==> src/rtl/multi_pulse_generator.sv <==
// Multi-channel clock divider: each channel emits registered one-cycle pulses,
// either periodically or as a retriggerable one-shot, with global phase sync.
module multi_pulse_generator #(
    parameter int Channels       = 4,
    parameter int Width          = 8,
    parameter int InitialDivisor = 3
) (
    input  logic                        clk,
    input  logic                        rst,
    input  logic [Channels-1:0]         enable,
    input  logic [Channels*Width-1:0]   divisor,
    input  logic [Channels-1:0]         oneshot,
    input  logic [Channels-1:0]         trigger,
    input  logic                        sync_all,
    output logic [Channels-1:0]         pulse_out,
    output logic [Channels-1:0]         busy
);

    localparam logic [Width-1:0] InitCnt = Width'(InitialDivisor);
    localparam logic [Width-1:0] CntOne  = Width'(1'b1);
    localparam logic [Width-1:0] CntZero = Width'(1'b0);

    for (genvar i = 0; i < Channels; i++) begin : g_ch
        logic [Width-1:0] cnt_r;
        logic [Width-1:0] cnt_s;
        logic [Width-1:0] div_s;
        logic             busy_r;
        logic             busy_s;
        logic             pulse_r;
        logic             pulse_s;
        logic             mode_r;
        logic             mode_s;
        logic             cnt_zero_s;

        assign div_s      = divisor[i*Width +: Width];
        assign cnt_zero_s = (cnt_r == CntZero);

        // Next-state selection in priority order: sync, mode change, disable, one-shot/periodic.
        always_comb begin
            cnt_s   = cnt_r;
            busy_s  = busy_r;
            pulse_s = 1'b0;
            mode_s  = mode_r;
            if (sync_all) begin
                cnt_s  = div_s;
                busy_s = 1'b0;
            end else if (oneshot[i] != mode_r) begin
                cnt_s  = div_s;
                busy_s = 1'b0;
                mode_s = oneshot[i];
            end else if (!enable[i]) begin
                cnt_s  = cnt_r;
                busy_s = busy_r;
            end else if (mode_r) begin
                // A trigger always restarts the countdown, even mid-flight.
                if (trigger[i]) begin
                    cnt_s  = div_s;
                    busy_s = 1'b1;
                end else if (!busy_r) begin
                    cnt_s  = cnt_r;
                end else if (cnt_zero_s) begin
                    cnt_s   = div_s;
                    busy_s  = 1'b0;
                    pulse_s = 1'b1;
                end else begin
                    cnt_s  = cnt_r - CntOne;
                end
            end else begin
                if (cnt_zero_s) begin
                    cnt_s   = div_s;
                    pulse_s = 1'b1;
                end else begin
                    cnt_s   = cnt_r - CntOne;
                end
            end
        end

        // Channel state registers; reset adopts the current mode so no spurious mode-change edge follows.
        always_ff @(posedge clk) begin
            if (rst) begin
                cnt_r   <= InitCnt;
                busy_r  <= 1'b0;
                pulse_r <= 1'b0;
                mode_r  <= oneshot[i];
            end else begin
                cnt_r   <= cnt_s;
                busy_r  <= busy_s;
                pulse_r <= pulse_s;
                mode_r  <= mode_s;
            end
        end

        assign pulse_out[i] = pulse_r;
        assign busy[i]      = busy_r;
    end

endmodule

==> config.mk <==
export PLATFORM = sky130hd
export DESIGN_NAME = multi_pulse_generator
export DESIGN_NICKNAME = d
export VERILOG_FILES = /design/src/rtl/multi_pulse_generator.sv
export SDC_FILE = /design/constraint.sdc
export NUM_CORES = 1
export LEC_CHECK = 0
export CAP_MARGIN = 10
export CORE_ASPECT_RATIO = 1.2
export CORE_MARGIN = 4
export CORE_UTILIZATION = 40
export DETAILED_ROUTE_END_ITERATION = 10
export GPL_ROUTABILITY_DRIVEN = 0
export GPL_TIMING_DRIVEN = 0
export HOLD_SLACK_MARGIN = 0.1
export SLEW_MARGIN = 20
export SYNTH_ARGS = -nofsm -noshare
export SYNTH_HDL_FRONTEND = slang
export SYNTH_SLANG_ARGS = --single-unit
==> constraint.sdc <==
create_clock -name clk -period 3.07 [get_ports clk]
set_input_delay 0.614 -clock clk [delete_from_list [all_inputs] [get_ports clk]]
set_output_delay 0.614 -clock clk [all_outputs]
set_load 0.05 [all_outputs]
==> results.json, run 1 <==
{
  "p_per_area_nw_per_um2": 397,
  "cts_setup_buffers": 0,
  "dieArea_um2": 8630,
  "insertion_delay_ns": 0.30,
  "ys_warn_count": 0,
  "hold_viol_final": 0,
  "fp.dieW_um": 85.5,
  "max-slew-margin-rel_pct": 50.1,
  "path_class": "in2reg",
  "rows": 33,
  "wirelength_um": 7540,
  "setup.worst_path.end_class": "flip-flop",
  "run_status": "complete, no violations",
  "ant_nets": 0,
  "leakagePower_uw": 0.00138,
  "fin_skew_ns": 0.00804,
  "gr-total-overflow": 0,
  "min_period_over_period_pct": 85.8,
  "core-area_um2": 6940,
  "synth_top_area_share_pct": 27.8,
  "drc": 0,
  "drt_iter0_markers": 114,
  "num_vias": 2776,
  "met2_usage_pct": 31.1,
  "clock_path_buffers": 2,
  "die_h_um": 101,
  "setup-tns-final_ns": 0,
  "fmax_ghz": 0.379,
  "antenna_cells": 0,
  "final_nets": 476,
  "crit_fanout": 10,
  "period_needed_ns": 2.64,
  "first_pass_iters": 5,
  "grt_util_met3_pct": 3.03,
  "cts_made_buffers": 5,
  "grt_first_pass_wirelength_um": 12600,
  "busiest_layer": "met2",
  "start_util_pct": 41.5,
  "ys_seq_elements": 44,
  "yosysTopAreaCell": "dfxtp_1",
  "hold_path.class": "reg2reg",
  "grtUsageTotal_pct": 18.1,
  "max_cap_viol_count": 0,
  "gr-usage-met1_pct": 22.8,
  "via_per_inst": 5.45,
  "path_cells": "clkdlybuf4s50_1, clkbuf_1, or2_2, o32ai_1, clkbuf_1, or2_1, o32ai_1",
  "grt_pass1_vias": 2632,
  "post-route-util_pct": 52.3,
  "holdBufCountCts": 0,
  "mostFrequentLayoutCells": "clkdlybuf4s50_1 (54), inv_1 (40), dfxtp_1 (40), a21oi_1 (33), o32ai_1 (24)",
  "worstSetupStartpointType": "primary input",
  "grt_max_degree": 14,
  "ioPinCount": 55,
  "dp_hpwl_um": 5530,
  "rsz0062_at_grt": "false",
  "synthCells": 360,
  "synth.yosys.seq_area_share_pct": 32.0,
  "htreeDepth": 2,
  "avgSynthCellArea_um2": 8.00,
  "cts_tree": "built",
  "drive_above_1_share_pct": 7.58,
  "place_inst": 501,
  "cp_slowest_cell": "clkdlybuf4s50_1",
  "stdcell_count": 509,
  "antenna_found_initial": 0,
  "syn_to_final_growth_pct": 25.8,
  "synth_edf_count": 4,
  "cts-root-buf": "clkbuf_8",
  "synth_area_um2": 2880,
  "cp.required_ns": 3.24,
  "slowest_delay_ns": 0.54,
  "synth_area_leaders": "dfxtp_1 (28%), o32ai_1 (7.3%), a21oi_1 (5.7%)",
  "ys.flop_type": "dfxtp_1",
  "synth-async-reset-ratio_pct": 0,
  "peakVddDrop_mv": 0.191,
  "cts.repair.resized": 0,
  "worstPathArrival_ns": 2.81,
  "wl_per_cell_um": 14.8,
  "synth_nets": 415,
  "mostFrequentLayoutCell": "clkdlybuf4s50_1",
  "place.port_buffers": 54,
  "whs_ns": 0.499,
  "netlist-cell-type-count": 57,
  "finalSetupViolCount": 0,
  "worstMarginPinSlew_ns": 0.743,
  "cts_sinks": 44,
  "slew_viol_final": 0,
  "path_clk_slew_ns": 0.09
}
critical path: cells and delay by family:
kind                   cells  cell delay (ns)
buffers and inverters      3             1.24
AO/OA/AOI/OAI              2             0.29
AND/OR/NAND/NOR            2             0.65
report_power, final:
part,total [uW],internal (uW),leakage [uW],switching (uW)
Clock,397,183,0.0000445,214
Sequential,671,627,0.000370,44.0
Combinational,369,176,0.000966,193
worst paths after layout:
path	from	to	slack [ns]	cells past startpoint
max	sync_all	g_ch[2].cnt_r[2]	0.43	7
min	g_ch[1].cnt_r[3]	g_ch[1].cnt_r[3]	0.50	2
max reg2reg	g_ch[3].cnt_r[0]	g_ch[3].cnt_r[2]	0.87	8
min reg2reg	g_ch[1].cnt_r[3]	g_ch[1].cnt_r[3]	0.50	2
Yosys cell counts, drive strengths merged, types with 8 or more instances:
| master | number |
|---|---|
| mux2i | 12 |
| dfxtp | 40 |
| o21ai | 12 |
| clkbuf | 15 |
| nand3 | 8 |
| buf | 11 |
| inv | 40 |
| o32ai | 24 |
| nor2 | 23 |
| nand2 | 22 |
| a21oi | 34 |
| nor3 | 16 |
| ha | 8 |
layer usage:
metal | wire length, um | vias up | share of wire [%]
li1 | - | 1426 | -
met1 | 3410 | 1280 | 45
met2 | 3700 | 60 | 49
met3 | 325 | 10 | 4.3
met4 | 101 | 0 | 1.3
met5 | 0 | - | 0
sequential cells by signal (all words and copies together) (netlist names):
register / cells
g_ch.busy_r: 4
g_ch.cnt_r: 32
g_ch.mode_r: 4
g_ch.pulse_r: 4
per-stage QoR:
step / worst slack, ns / instance area (um^2) / total power [uW]
3_3_place_gp: 0.140 / 3530 / 1050
3_5_place_dp: 0.119 / 3530 / 1050
2_1_floorplan: 1.07 / 2880 / 918
6_report: 0.435 / 3620 / 1440
5_1_grt: 0.230 / 3620 / 1530
4_1_cts: 0.455 / 3620 / 1460
area by class of cell:
cell class | instances | area (um^2)
Fill cell | 691 | 3310
Multi-Input combinational cell | 250 | 1680
Sequential cell | 44 | 921
Timing Repair Buffer | 54 | 541
Inverter | 40 | 150
Buffer | 26 | 131
Tap cell | 87 | 109
Clock buffer | 7 | 86.3
Clock inverter | 1 | 7.51
cells by family after synthesis:
| group | synth area share, % |
|---|---|
| AO/OA/AOI/OAI | 25.7 |
| AND/OR/NAND/NOR | 23.4 |
| flip-flops | 32.0 |
| XOR/XNOR | 1.22 |
| buffers and inverters | 9.77 |
| adder cells (fa/ha/maj) | 3.47 |
| multiplexers | 4.56 |
Note: power is estimated with default switching activity, not from simulation.
==> inputs of run 2 (changes only) <==
CORE_UTILIZATION = 60   (was 40)
DONT_BUFFER_PORTS = 1   (was not set)
PLACE_DENSITY = 0.76   (was not set)
==> results.json, run 2 (synthesis gave the netlist of run 1 again) <==
{
  "cp.required_ns": 3.23,
  "rows": 27,
  "hold-path-cell-count": 0,
  "path_delay_family": "simple AND/OR/NAND/NOR gates",
  "slowest_delay_ns": 0.42,
  "r2r_cells": 8,
  "fillers": 424,
  "final_nets": 422,
  "max-slew-margin-rel_pct": 54.9,
  "drt_iter0_markers": 148,
  "rr_endpoint": "g_ch[3].cnt_r[2]",
  "place.port_buffers": 0,
  "fin_skew_ns": 0.00856,
  "grt_pass1_vias": 2512,
  "min_period_over_period_pct": 70.7,
  "syn_to_final_growth_pct": 5.99,
  "hold_path.class": "in2reg",
  "gr-total-overflow": 0,
  "mostFrequentLayoutCells": "inv_1 (40), dfxtp_1 (40), a21oi_1 (33), o32ai_1 (24), nor2_1 (23)",
  "rsz0062_at_grt": "false",
  "wirelength_um": 6820,
  "antenna_found_initial": 0,
  "finalSetupViolCount": 0,
  "start_util_pct": 62.3,
  "htreeDepth": 2,
  "path_class": "reg2reg",
  "ioPinCount": 55,
  "clock_path_buffers": 2,
  "setup.worst_path.end_class": "flip-flop",
  "cts.repair.resized": 0,
  "slew_viol_final": 0,
  "cts_made_buffers": 5,
  "path_cells": "inv_1, ha_1, nor3b_1, nand2_1, and2_1, clkbuf_1, a31oi_1, o32ai_1",
  "grt_max_degree": 14,
  "cts-root-buf": "clkbuf_8",
  "grtUsageTotal_pct": 23.6,
  "r2r_slack_ns": 0.90,
  "max_cap_viol_count": 0,
  "num_vias": 2623,
  "insertion_delay_ns": 0.30,
  "wl_per_cell_um": 16.0,
  "cts_setup_buffers": 0,
  "die_h_um": 83.9,
  "hold_viol_final": 0,
  "leakagePower_uw": 0.00118,
  "fmax_ghz": 0.460,
  "grt_first_pass_wirelength_um": 11600,
  "r2r_start": "g_ch[3].cnt_r[0]",
  "antenna_cells": 0,
  "core-area_um2": 4630,
  "critPathLaunch": "g_ch[3].cnt_r[0]",
  "largest_reg_flops": 32,
  "cts_tree": "built",
  "dieArea_um2": 5980,
  "worstMarginPinSlew_ns": 0.671,
  "first_pass_iters": 5,
  "cp_slowest_cell": "nor3b_1",
  "worstPathArrival_ns": 2.34,
  "peakVddDrop_mv": 0.273,
  "cts_sinks": 44,
  "drc": 0,
  "largest-register": "g_ch.cnt_r",
  "period_needed_ns": 2.17,
  "run_status": "complete, no violations",
  "path_clk_slew_ns": 0.09,
  "drive_above_1_share_pct": 8.70,
  "cp.buffers_inverters": 2,
  "ant_nets": 0,
  "setup-tns-final_ns": 0,
  "worstSetupStartpointType": "flip-flop",
  "p_per_area_nw_per_um2": 450,
  "power.total_uw": 1370,
  "dp_hpwl_um": 5120,
  "crit_fanout": 8,
  "fp.dieW_um": 71.3,
  "whs_endpoint": "g_ch[1].mode_r",
  "via_per_inst": 6.16,
  "hold_start": "oneshot[1]",
  "holdBufCountCts": 0
}
==> run 2: cell count changes in the layout (fill, tap and decap cells not counted), sizes merged <==
cell,before,now
clkbuf,22,23
clkdlybuf4s50,54,0
clkinvlp,1,0
==> run 2: worst max-delay path by stage <==
stage                                  end  slack [ns]  cells past startpoint
final                     g_ch[3].cnt_r[2]        0.90                      8
after detailed placement  g_ch[2].cnt_r[2]        0.77                      6
after floorplan           g_ch[2].cnt_r[0]        1.07                      6
after global routing      g_ch[3].cnt_r[2]        0.61                      8
after global placement    g_ch[2].cnt_r[2]        0.85                      6
after CTS                 g_ch[1].cnt_r[3]        0.93                      8
==> run 2: final cells by class <==
type,instances,area (um^2),share of cell area (%)
Buffer,26,131,4.30
Clock buffer,8,100,3.28
Inverter,40,150,4.92
Multi-Input combinational cell,250,1680,55.0
Sequential cell,44,921,30.2
Tap cell,58,72.6,2.38
==> run 2: metal layers <==
layer  up-vias  track usage [%]  part of all wire (%)
met2        73             40.5                    50
li1       1322                -                     -
met5         -                0                     0
met1      1223             29.1                    43
met4         0             6.32                   1.1
met3         5             5.30                   6.3
==> run 2: report_power, final <==
part / leakage, uW / switching, uW / internal (uW)
clock network: 0.0000515 / 199 / 206
logic: 0.000759 / 174 / 125
registers: 0.000370 / 43.5 / 627
total: 0.00118 / 416 / 957
==> run 2: stage by stage <==
stage	hold WS, ns	area [um^2]	utilization (%)	cells	setup WS, ns
CTS	0.397	3050	66.0	426	0.933
global placement	0.471	2950	63.8	418	0.849
global route	0.390	3050	66.0	426	0.607
detailed placement	0.484	2950	63.8	418	0.771
floorplan	0.461	2880	-	360	1.07
finish	0.404	3050	66.0	426	0.898
==> inputs of run 3 (changes only) <==
CORE_UTILIZATION = 58   (was 60)
clock period = 1.9 ns   (was 3.07 ns; I/O delays follow)
==> results.json, run 3 (synthesis gave the netlist of run 1 again) <==
{
  "run_status": "finished, violations left",
  "violations": "setup timing",
  "largest_reg_flops": 32,
  "die_h_um": 85.2,
  "ioPinCount": 55,
  "mostFrequentLayoutCells": "inv_1 (40), dfxtp_1 (37), a21oi_1 (32), o32ai_1 (23), nor2_1 (21)",
  "syn_to_final_growth_pct": 12.9,
  "via_per_inst": 6.25,
  "hold_viol_final": 0,
  "worstMarginPinSlew_ns": 0.665,
  "path_clk_slew_ns": 0.08,
  "cts_sinks": 44,
  "ant_nets": 0,
  "cp-endpoint": "g_ch[0].cnt_r[0]",
  "antenna_cells": 0,
  "leakagePower_uw": 0.00127,
  "path_cells": "or4_4, or3_4, nor2b_4, or3_1, a31o_1",
  "setup.worst_path.end_class": "flip-flop",
  "r2r_start": "g_ch[0].cnt_r[2]",
  "core-area_um2": 4700,
  "peakVddDrop_mv": 0.433,
  "worstPathArrival_ns": 2.23,
  "drc": 0,
  "path_class": "reg2reg",
  "min_period_over_period_pct": 107,
  "worstSetupStartpointType": "flip-flop",
  "cts_tree": "built",
  "rr_endpoint": "g_ch[0].cnt_r[0]",
  "dp_hpwl_um": 4980,
  "num_vias": 2713,
  "r2r_slack_ns": -0.13,
  "setup-tns-final_ns": -0.364,
  "critPathLaunch": "g_ch[0].cnt_r[2]",
  "crit_fanout": 3,
  "final_nets": 431,
  "slowest_delay_ns": 0.53,
  "rows": 27,
  "dieArea_um2": 6160,
  "mostFrequentLayoutCell": "inv_1",
  "rsz0062_at_grt": "true",
  "insertion_delay_ns": 0.29,
  "wirelength_um": 7230,
  "slew_viol_final": 0,
  "fp.dieW_um": 72.3,
  "hold_path.class": "in2reg",
  "drt_iter0_markers": 165,
  "finalSetupViolCount": 9,
  "cp_slowest_cell": "or4_4",
  "cp.required_ns": 2.10,
  "design_area_um2": 3250,
  "setup_ws_ns": -0.133,
  "fmax_ghz": 0.492,
  "clock_path_buffers": 2,
  "start_util_pct": 61.4,
  "fin_skew_ns": 0.00453,
  "r2r_cells": 5,
  "max_cap_viol_count": 0,
  "max-slew-margin-rel_pct": 55.4,
  "cts-root-buf": "clkbuf_8",
  "p_per_area_nw_per_um2": 680,
  "grtUsageTotal_pct": 23.4,
  "cts_made_buffers": 5,
  "period_needed_ns": 2.03,
  "largest-register": "g_ch.cnt_r",
  "grt_max_degree": 13,
  "htreeDepth": 2,
  "holdBufCountCts": 0,
  "place.port_buffers": 0,
  "grt_pass1_vias": 2622,
  "grt_first_pass_wirelength_um": 11900,
  "gr-total-overflow": 0,
  "placed_area_um2": 2950,
  "drive_above_1_share_pct": 18.4,
  "antenna_found_initial": 0,
  "power.total_uw": 2210,
  "wl_per_cell_um": 16.7,
  "first_pass_iters": 4
}
==> run 3: cell count changes in the layout (fill, tap and decap cells not counted), moves of 3 or more <==
cell,previous run,this run
nand2_2,0,3
clkbuf_2,0,3
buf_4,8,20
nand2_1,22,19
dfxtp_2,0,3
buf_6,0,3
clkbuf_1,16,8
dfxtp_1,40,37
==> run 3: layout make-up <==
type                    count  area (um^2)
plain buffers              22          134
clock buffers               7         76.3
fillers                   401         1440
inverters                  40          150
multi-input cells         250         1790
flip-flops and latches     44          925
well taps                  58         72.6
repair buffers             13          101
==> run 3: how the worst min path moves through the flow <==
stage,startpoint,to,cells past startpoint
CTS,oneshot[1],g_ch[1].mode_r,0
finish,oneshot[0],g_ch[0].mode_r,0
floorplan,g_ch[0].cnt_r[7],g_ch[0].cnt_r[7],2
detailed placement,oneshot[3],g_ch[3].mode_r,0
global placement,oneshot[3],g_ch[3].mode_r,0
global route,oneshot[0],g_ch[0].mode_r,0
==> run 3: per-layer routing <==
layer / GRT usage [%] / wire (um) / part of all wire [%] / vias up
met5: 0 / 0 / 0 / -
met3: 7.94 / 533 / 7.4 / 6
met4: 5.81 / 63 / 0.87 / 0
met2: 39.6 / 3610 / 50 / 83
met1: 28.0 / 3030 / 42 / 1285
li1: - / - / - / 1339
==> run 3: timing repair <==
item                                   in CTS  in global routing
setup buffers                               9                  4
gates cloned                                0                  1
endpoints found under the hold margin       0                  0
gates resized for setup                    13                 31
pin swaps                                   3                  9
setup endpoints to repair                  32                 33
==> run 3: power breakdown <==
part | total (uW) | leakage (uW) | switching (uW) | internal [uW]
logic | 551 | 0.000863 | 303 | 248
registers | 1100 | 0.000371 | 81.4 | 1010
clock network | 565 | 0.0000383 | 311 | 254
total | 2210 | 0.00127 | 695 | 1520
==> run 3: per-stage QoR <==
step                      utilization (%)  setup WS (ns)  hold slack, ns  std cells
final                                69.3         -0.133           0.175        434
after global routing                 69.3         -0.179           0.155        434
after CTS                            67.0         -0.122           0.167        432
after detailed placement             62.9         -0.208           0.479        418
after global placement               62.9         -0.187           0.479        418
after floorplan                         -        -0.0399           0.461        360
==> run 3: worst max-delay path, delay by kind of cell (launching register included) <==
family	cells	cell delay, ns
simple gates	4	1.39
compound gates	1	0.21
flops	1	0.33
